===== src/rtl/aes_ctrl_pkg.sv =====
// Shared constants for the AES-128 round sequencer: one-hot state encoding,
// default round count and counter width.
package aes_ctrl_pkg;

  localparam int NR_AES128 = 10;
  localparam int CW_DEF    = 4;

  localparam int I_IDLE  = 0;
  localparam int I_LOAD  = 1;
  localparam int I_ROUND = 2;
  localparam int I_FINAL = 3;
  localparam int I_DONE  = 4;
  localparam int I_ALARM = 5;

  localparam logic [5:0] S_IDLE  = 6'b000001;
  localparam logic [5:0] S_LOAD  = 6'b000010;
  localparam logic [5:0] S_ROUND = 6'b000100;
  localparam logic [5:0] S_FINAL = 6'b001000;
  localparam logic [5:0] S_DONE  = 6'b010000;
  localparam logic [5:0] S_ALARM = 6'b100000;

  function automatic logic is_onehot6(input logic [5:0] v);
    return (v != 6'd0) && ((v & (v - 6'd1)) == 6'd0);
  endfunction

endpackage


===== src/rtl/dup_down_ctr.sv =====
// Down-counter kept alongside its bitwise complement; any disagreement between
// the two copies is reported as a mismatch.
module dup_down_ctr #(
  parameter int W = 4
) (
  input  logic         clk,
  input  logic         rst,
  input  logic         load,
  input  logic [W-1:0] load_val,
  input  logic         dec,
  output logic [W-1:0] cnt,
  output logic         mismatch
);

  logic [W-1:0] cnt_q;
  logic [W-1:0] cntn_q;

  // The complement copy counts up: ~(x - 1) == ~x + 1.
  always_ff @(posedge clk or negedge rst) begin
    if (!rst) begin
      cnt_q  <= '0;
      cntn_q <= '1;
    end else if (load) begin
      cnt_q  <= load_val;
      cntn_q <= ~load_val;
    end else if (dec) begin
      cnt_q  <= cnt_q - W'(1);
      cntn_q <= cntn_q + W'(1);
    end
  end

  assign cnt      = cnt_q;
  assign mismatch = (cnt_q != ~cntn_q);

endmodule


===== src/rtl/aes_round_ctrl.sv =====
// Iterative AES-128 round sequencer: load strobe, NR round enables with index,
// final-round flag, done pulse and a sticky fault alarm.
module aes_round_ctrl
  import aes_ctrl_pkg::*;
#(
  parameter int NR = NR_AES128,
  parameter int CW = CW_DEF
) (
  input  logic          clk,
  input  logic          rst,
  input  logic          start,
  output logic          busy,
  output logic          ld_o,
  output logic          rnd_en,
  output logic          last_rnd,
  output logic [CW-1:0] round_idx,
  output logic          done,
  output logic          fault_alarm
);

  logic [5:0]    state_q, state_d;
  logic          fault_q;
  logic [CW-1:0] dcnt;
  logic          ctr_mis;
  logic          ctr_load, ctr_dec;
  logic          fault_det;
  logic          ok;

  assign ctr_load = state_q[I_LOAD];
  assign ctr_dec  = state_q[I_ROUND] | state_q[I_FINAL];

  dup_down_ctr #(.W(CW)) u_ctr (
    .clk      (clk),
    .rst      (rst),
    .load     (ctr_load),
    .load_val (CW'(NR)),
    .dec      (ctr_dec),
    .cnt      (dcnt),
    .mismatch (ctr_mis)
  );

  assign fault_det = ctr_mis | ~is_onehot6(state_q) | (state_q[I_ROUND] & (dcnt == '0));

  // The alarm flag is kept apart from the state vector so a corrupted state
  // register cannot also hide its own detection.
  always_ff @(posedge clk or negedge rst) begin
    if (!rst) begin
      state_q <= S_IDLE;
      fault_q <= 1'b0;
    end else begin
      state_q <= state_d;
      fault_q <= fault_q | fault_det;
    end
  end

  always_comb begin
    state_d = S_ALARM;
    if (!(fault_det || fault_q)) begin
      case (state_q)
        S_IDLE:  state_d = start ? S_LOAD : S_IDLE;
        S_LOAD:  state_d = S_ROUND;
        S_ROUND: state_d = (dcnt > CW'(2)) ? S_ROUND : S_FINAL;
        S_FINAL: state_d = S_DONE;
        S_DONE:  state_d = S_IDLE;
        default: state_d = S_ALARM;
      endcase
    end
  end

  assign ok          = ~fault_q;
  assign busy        = ok & (state_q[I_LOAD] | state_q[I_ROUND] | state_q[I_FINAL] | state_q[I_DONE]);
  assign ld_o        = ok & state_q[I_LOAD];
  assign rnd_en      = ok & (state_q[I_ROUND] | state_q[I_FINAL]);
  assign last_rnd    = ok & state_q[I_FINAL];
  assign done        = ok & state_q[I_DONE];
  assign round_idx   = rnd_en ? (CW'(NR) - dcnt + CW'(1)) : '0;
  assign fault_alarm = fault_q | state_q[I_ALARM];

endmodule

===== config.mk =====
export PLATFORM = sky130hd
export DESIGN_NAME = aes_round_ctrl
export DESIGN_NICKNAME = d
export VERILOG_FILES = /design/src/rtl/aes_ctrl_pkg.sv /design/src/rtl/dup_down_ctr.sv /design/src/rtl/aes_round_ctrl.sv
export SDC_FILE = /design/constraint.sdc
export NUM_CORES = 1
export LEC_CHECK = 0
export ABC_AREA = 1
export BUFFER_PORTS_ARGS = -buffer_cell sky130_fd_sc_hd__buf_4
export CORE_UTILIZATION = 49
export DETAILED_ROUTE_END_ITERATION = 16
export HOLD_SLACK_MARGIN = 0.05
export PLACE_DENSITY = 0.7
export SLEW_MARGIN = 20
export SYNTH_ARGS = -nofsm -noshare
export SYNTH_HDL_FRONTEND = slang
export SYNTH_SLANG_ARGS = --single-unit

===== constraint.sdc =====
create_clock -name clk -period 1.18 [get_ports clk]
set_input_delay 0.118 -clock clk [delete_from_list [all_inputs] [get_ports clk]]
set_output_delay 0.118 -clock clk [all_outputs]
set_load 0.05 [all_outputs]

==> results.ini, run 1 <==
[logic_synthesis]
synth_area_leaders=dfrtp_1, dfstp_2, nand2_1, nor2_1, ha_1
synth_edf_count=0
syn_area_per_cell_um2=7.40
ys_seq_area_share_pct=38.5
yosysWarnings=0
synth.distinct_cells=22
synth_common_cells=nand2_1, nor2_1, inv_1
netlist_instances=134
yosysTopAreaCellShare_pct=25.2
yosys.area.top_type=dfrtp_1
async_flop_share_pct=100
synth_nets=143
ys_ff_latch=15
yosys_most_used_dff=dfrtp_1
synth_area_um2=992

[run_status]
toolErrorMsg=[ERROR DPL-0038] Utilization greater than 100%, impossible to legalize
status=did not finish
haltStage=5_1_grt

[cts]
cts_root_buffer=clkbuf_4
cts_made_buffers=3
clockBufferDepth=2
cts-htree-levels=1
clock-sinks=15

[placed_design]
place_hpwl_um=1830
gp_congestion=0.790
io_buffers=12
dp_cells=203

[floorplanning]
start_util_pct=54.5
io_pins=13
die_w_um=47
chipHeight_um=47
num_rows=15

[sta]
worst-ep-kind=top-level output
grt-worst-endpoint=round_idx[0]

[global_route]
grt_max_degree=16

-- what timing repair did --
item,in CTS
gates cloned,0
pin swaps,11
endpoints found under the hold margin,16
gates resized for setup,46
setup endpoints to repair,22
setup buffers,6
hold buffers,2
-- logic make-up after synthesis --
logic type      share of synthesized area (%)
compound gates                           9.84
fa+ha+maj                                7.57
buf+inv                                  8.45
flops                                    38.5
simple gates                             35.7
-- metrics by stage --
| stage | setup WS [ps] | area, um2 | hold slack [ps] |
|---|---|---|---|
| floorplan | -416 | 1060 | -178 |
| global placement | -126 | 1430 | -22.8 |
| detailed placement | -178 | 1430 | -20.6 |
| CTS | -235 | 1660 | 195 |
==> run 2, diff against run 1 <==
CORE_AREA = 2 2 63 65   (was default)
CORE_UTILIZATION = default   (was 49)
DIE_AREA = 0 0 65 67   (was default)
HOLD_SLACK_MARGIN = default   (was 0.05)
PLACE_DENSITY = default   (was 0.7)
PLACE_DENSITY_LB_ADDON = 0.15   (was default)
clock period = 1.55 ns   (was 1.18 ns; I/O delays follow)
==> run 2 against run 1 <==
  * The run now ends clean
  * Area after synthesis unchanged
  * Synthesized cell count unchanged
==> results.ini, run 2 <==
[logic_synthesis]
async_flop_share_pct=100
synth_nets=143
synth_edf_count=0
syn_area_per_cell_um2=7.40
ys_seq_area_share_pct=38.5
yosys_most_used_dff=dfrtp_1
synth_common_cells=nand2_1, nor2_1, inv_1
ys_ff_latch=15
yosys.area.top_type=dfrtp_1
yosysWarnings=0
yosysTopAreaCellShare_pct=25.2
netlist_instances=134
synth.distinct_cells=22
synth_area_leaders=dfrtp_1, dfstp_2, nand2_1, nor2_1, ha_1
synth_area_um2=992

[critical_path]
critPathBufInv=2
critical_path.startpoint_type=register
cp-end-kind=output port
r2r_cells=8
path_max_fanout=4
r2r_setup_slack_ps=140
path_depth=4
crit_type=register to output port
r2r-end=state_q[2]
critPathTopFamily=flip-flops
path_common_cell=nor2_4
cp.arrival_ps=1330
slowest_delay_ps=440
worstPathCellList=nor2_4 -> clkinvlp_4 -> nor2_4 -> buf_6
worst_ep_required_time_ps=1390
reg2reg_from=state_q[2]
slowest_stage=dfrtp_2

[floorplanning]
coreArea_um2=3610
design.die.area_um2=4360
chipHeight_um=67
start_util_pct=27.5
die_w_um=65
num_rows=22
io_pins=13

[sta]
skew_ps=6.20
finalSetupViolCount=0
hold_violations=0
fin_tns_setup_ps=0
setup_ws_ps=68.4
worstMarginPinSlew_ps=272
timing.hold.ws_ps=131
min_period_ps=1480
fmax_ghz=0.675
fin_crit_sh_pct=95.6
slew_viol_final=0
slew_headroom_pct=81.9

[drt]
via_per_inst=4.30
dr.pass1.iters=4
num_vias=895
drtAntennaViolNets=0
drc=0
wirelength_um=2280
wl_per_cell_um=11.0
drtIter0Drc=15

[final_layout]
final_area_um2=1320
final_nets=170
largest_register_ffs=6
layout_common_cells=nand2_1, nor2_1, buf_4, inv_1, nand3_1
drive_above_1_share_pct=31.9
syn_to_final_growth_pct=33.4
layout_commonest_cell=nand2_1
final_util_pct=36.7
antenna-diode-count=0
regMostFlops=state_q
fin_cells=208

[placed_design]
place_hpwl_um=1740
placed_area_um2=1210
dp_cells=198
dp_slack_ps=105
gp_congestion=0.760
io_buffers=12

[cts]
clockBufferDepth=2
cts_tree=built
clock-sinks=15
clk_latency_ps=250
clkTransAtPathRegs_ps=70
cts_root_buffer=clkbuf_8
cts_made_buffers=3
cts-htree-levels=1

[power_and_ir_drop]
fin_total_pwr_uw=731
power_per_cell_area_nw_per_um2=552
peakVddDrop_v=0.000267
leakage_nw=0.588

[run_status]
status=completed

[global_route]
antenna_found_initial=0
grt_max_degree=16
grt.overflow.total=0
grt_pass1_wl_um=4080
grt_pass1_vias=864
track_usage_pct=12.3

[run]
maxCapViolations=0

[hold_path]
worstHoldStart=start
min_to=state_q[0]
whs_path_depth=3
hold_path_class=primary input to register

run 2: per-layer routing:
layer | up-vias | track usage (%) | part of all wire (%) | routed length [um]
met1 | 402 | 17.2 | 54 | 1240
met5 | - | 0 | 0 | 0
li1 | 476 | - | - | -
met4 | 0 | 4.79 | 1.5 | 34
met2 | 13 | 19.2 | 42 | 951
met3 | 4 | 1.52 | 2.5 | 56
run 2: worst min-delay path: cells and delay by family:
kind / cells / cell delay, ps
AOI/OAI and AO/OA: 1 / 110
buffers and inverters: 1 / 80
and+or+nand+nor: 1 / 40
run 2: cells by family (layout without fill, tap and decap cells):
kind of cell	count (synthesis)	count (layout)	share of synthesized area, %
adder cells (fa/ha/maj)	6	6	7.57
buffers and inverters	20	46	8.45
flip-flops	15	15	38.5
AO/OA/AOI/OAI	18	18	9.84
AND/OR/NAND/NOR	75	75	35.7
run 2: final cells by class:
type	count	area (um2)
inverter	18	71.3
multi-input combinational	99	564
fill	385	2280
clock buffer	4	45.0
timing repair buffer	24	198
tap	48	60.1
sequential	15	385
run 2: how the worst max path moves through the flow:
stage	to	slack, ps	startpoint
global route	round_idx[1]	-2	fault_q
finish	round_idx[1]	70	fault_q
detailed placement	round_idx[1]	110	state_q[2]
global placement	round_idx[2]	130	state_q[2]
floorplan	round_idx[0]	-80	state_q[2]
CTS	round_idx[0]	30	state_q[2]
run 2: where the power goes:
| part | switching, mW | internal [mW] |
|---|---|---|
| clock network | 0.142 | 0.182 |
| registers | 0 | 0.392 |
| logic | 0.00879 | 0.00495 |
| total | 0.151 | 0.579 |
run 2: repair_timing:
action,in CTS,in global routing
setup endpoints to repair,4,4
endpoints found under the hold margin,15,0
pin swaps,1,0
buffers inserted,3,2
gates resized for setup,5,3
hold buffers,1,0
No activity file was read; power rests on OpenSTA's default activity.
==> run 3, diff against run 2 <==
ABC_CLOCK_PERIOD_IN_PS = 1550   (was default)
REMOVE_ABC_BUFFERS = 1   (was default)
==> run 3 against run 2 <==
  * Register-to-register slack hardly changed
  * Largest cell class unchanged
  * Count of clock-buffer cells in the layout stayed put
  * Total power is 0.56% higher
==> results.ini, run 3 (synthesis results as in run 2) <==
[sta]
skew_ps=5.09
fmax_ghz=0.697
min_period_ps=1430
setup_ws_ps=115
fin_tns_setup_ps=0
slew_viol_final=0
fin_crit_sh_pct=92.6
slew_headroom_pct=84.6
timing.hold.ws_ps=155
finalSetupViolCount=0
worstMarginPinSlew_ps=231
hold_violations=0

[critical_path]
path_common_cell=nor2_1
reg2reg_from=u_ctr.cnt[0]
r2r-end=state_q[2]
r2r_cells=9
critical_path.startpoint_type=register
path_max_fanout=7
cp.arrival_ps=1280
crit_type=register to output port
worstPathCellList=nor2_1 -> inv_1 -> nor2_1 -> buf_6
worst_ep_required_time_ps=1390
slowest_stage=dfrtp_2
slowest_delay_ps=460
cp-end-kind=output port
r2r_setup_slack_ps=130

[drt]
num_vias=894
drtAntennaViolNets=0
dr.pass1.iters=4
wirelength_um=2270
drc=0
via_per_inst=4.34
wl_per_cell_um=11.0
drtIter0Drc=26

[hold_path]
hold_path_class=primary input to register
min_to=state_q[0]
worstHoldStart=start
whs_path_depth=3

[final_layout]
layout_commonest_cell=nand2_1
multi_input_comb_area_um2=529
layout_common_cells=nand2_1, nor2_1, buf_4, inv_1, nand3_1
fin_cells=206
nFillCells=379
antenna-diode-count=0
final_nets=168
final-seq-area_um2=385
largest_register_ffs=6
regMostFlops=state_q
syn_to_final_growth_pct=28.5
drive_above_1_share_pct=27.8
final_util_pct=35.4

[placed_design]
place_hpwl_um=1710
gp_congestion=0.779
dp_cells=196
dp_slack_ps=84.8
io_buffers=12

[power_and_ir_drop]
leakage_nw=0.587
peakVddDrop_v=0.000357
power_per_cell_area_nw_per_um2=576

[cts]
clk_latency_ps=250
cts_root_buffer=clkbuf_8
cts-htree-levels=1
cts_made_buffers=3
clkTransAtPathRegs_ps=60
clockBufferDepth=2
clock-sinks=15
cts_tree=built

[floorplanning]
design.die.area_um2=4360
num_rows=22
die_w_um=65
start_util_pct=27.5
io_pins=13
chipHeight_um=67
coreArea_um2=3610

[global_route]
grt.overflow.total=0
track_usage_pct=12.3
grt_pass1_vias=842
antenna_found_initial=0
grt_pass1_wl_um=3970
grt_max_degree=16

[run]
maxCapViolations=0

[run_status]
status=completed

[run 3: power breakdown]
group          internal (mW)  total, mW  switching (mW)  leakage (nW)
registers              0.392      0.392               0         0.177
clock network          0.182      0.329           0.147        0.0228
logic                0.00496     0.0139         0.00893         0.387
[run 3: final cells by class]
type,count,area share (%)
well taps,48,4.71
repair buffers,22,14.7
multi-input cells,99,41.5
inverters,18,5.30
clock buffers,4,3.53
flip-flops and latches,15,30.2
[run 3: routing by layer]
layer  wire (um)  global-route usage [%]  up-vias
met5           0                       0        -
li1            -                       -      474
met4          34                    6.38        0
met2         969                    17.9       10
met3          75                    2.36        4
met1        1190                    17.0      406
[run 3: critical path: cells and delay by family (launching register included)]
family / cells / cell delay [ps]
buf+inv: 2 / 280
flops: 1 / 460
simple gates: 2 / 290
[run 3: timing repair]
action                                  in CTS  in global routing
endpoints found under the setup margin       4                 12
resized for setup                            0                  6
pin swaps                                    1                  0
buffers inserted                             1                  4
endpoints found under the hold margin       15                  0
hold buffers                                 1                  0
[run 3: worst max-delay path by stage]
stage / start / end / slack [ps] / depth (start not counted)
floorplan: state_q[2] / round_idx[0] / -680 / 4
global placement: u_ctr.cnt[0] / state_q[2] / 90 / 9
detailed placement: u_ctr.cnt[0] / state_q[3] / 80 / 9
CTS: state_q[1] / busy / 8 / 3
global route: fault_q / round_idx[1] / -4 / 4
finish: fault_q / round_idx[1] / 120 / 4
[run 3: metrics by stage]
| step | power [mW] | area [um2] |
|---|---|---|
| CTS | 0.743 | 1230 |
| global placement | 0.412 | 1160 |
| finish | 0.735 | 1270 |
| global route | 0.763 | 1270 |
| detailed placement | 0.412 | 1160 |
| floorplan | 0.399 | 976 |
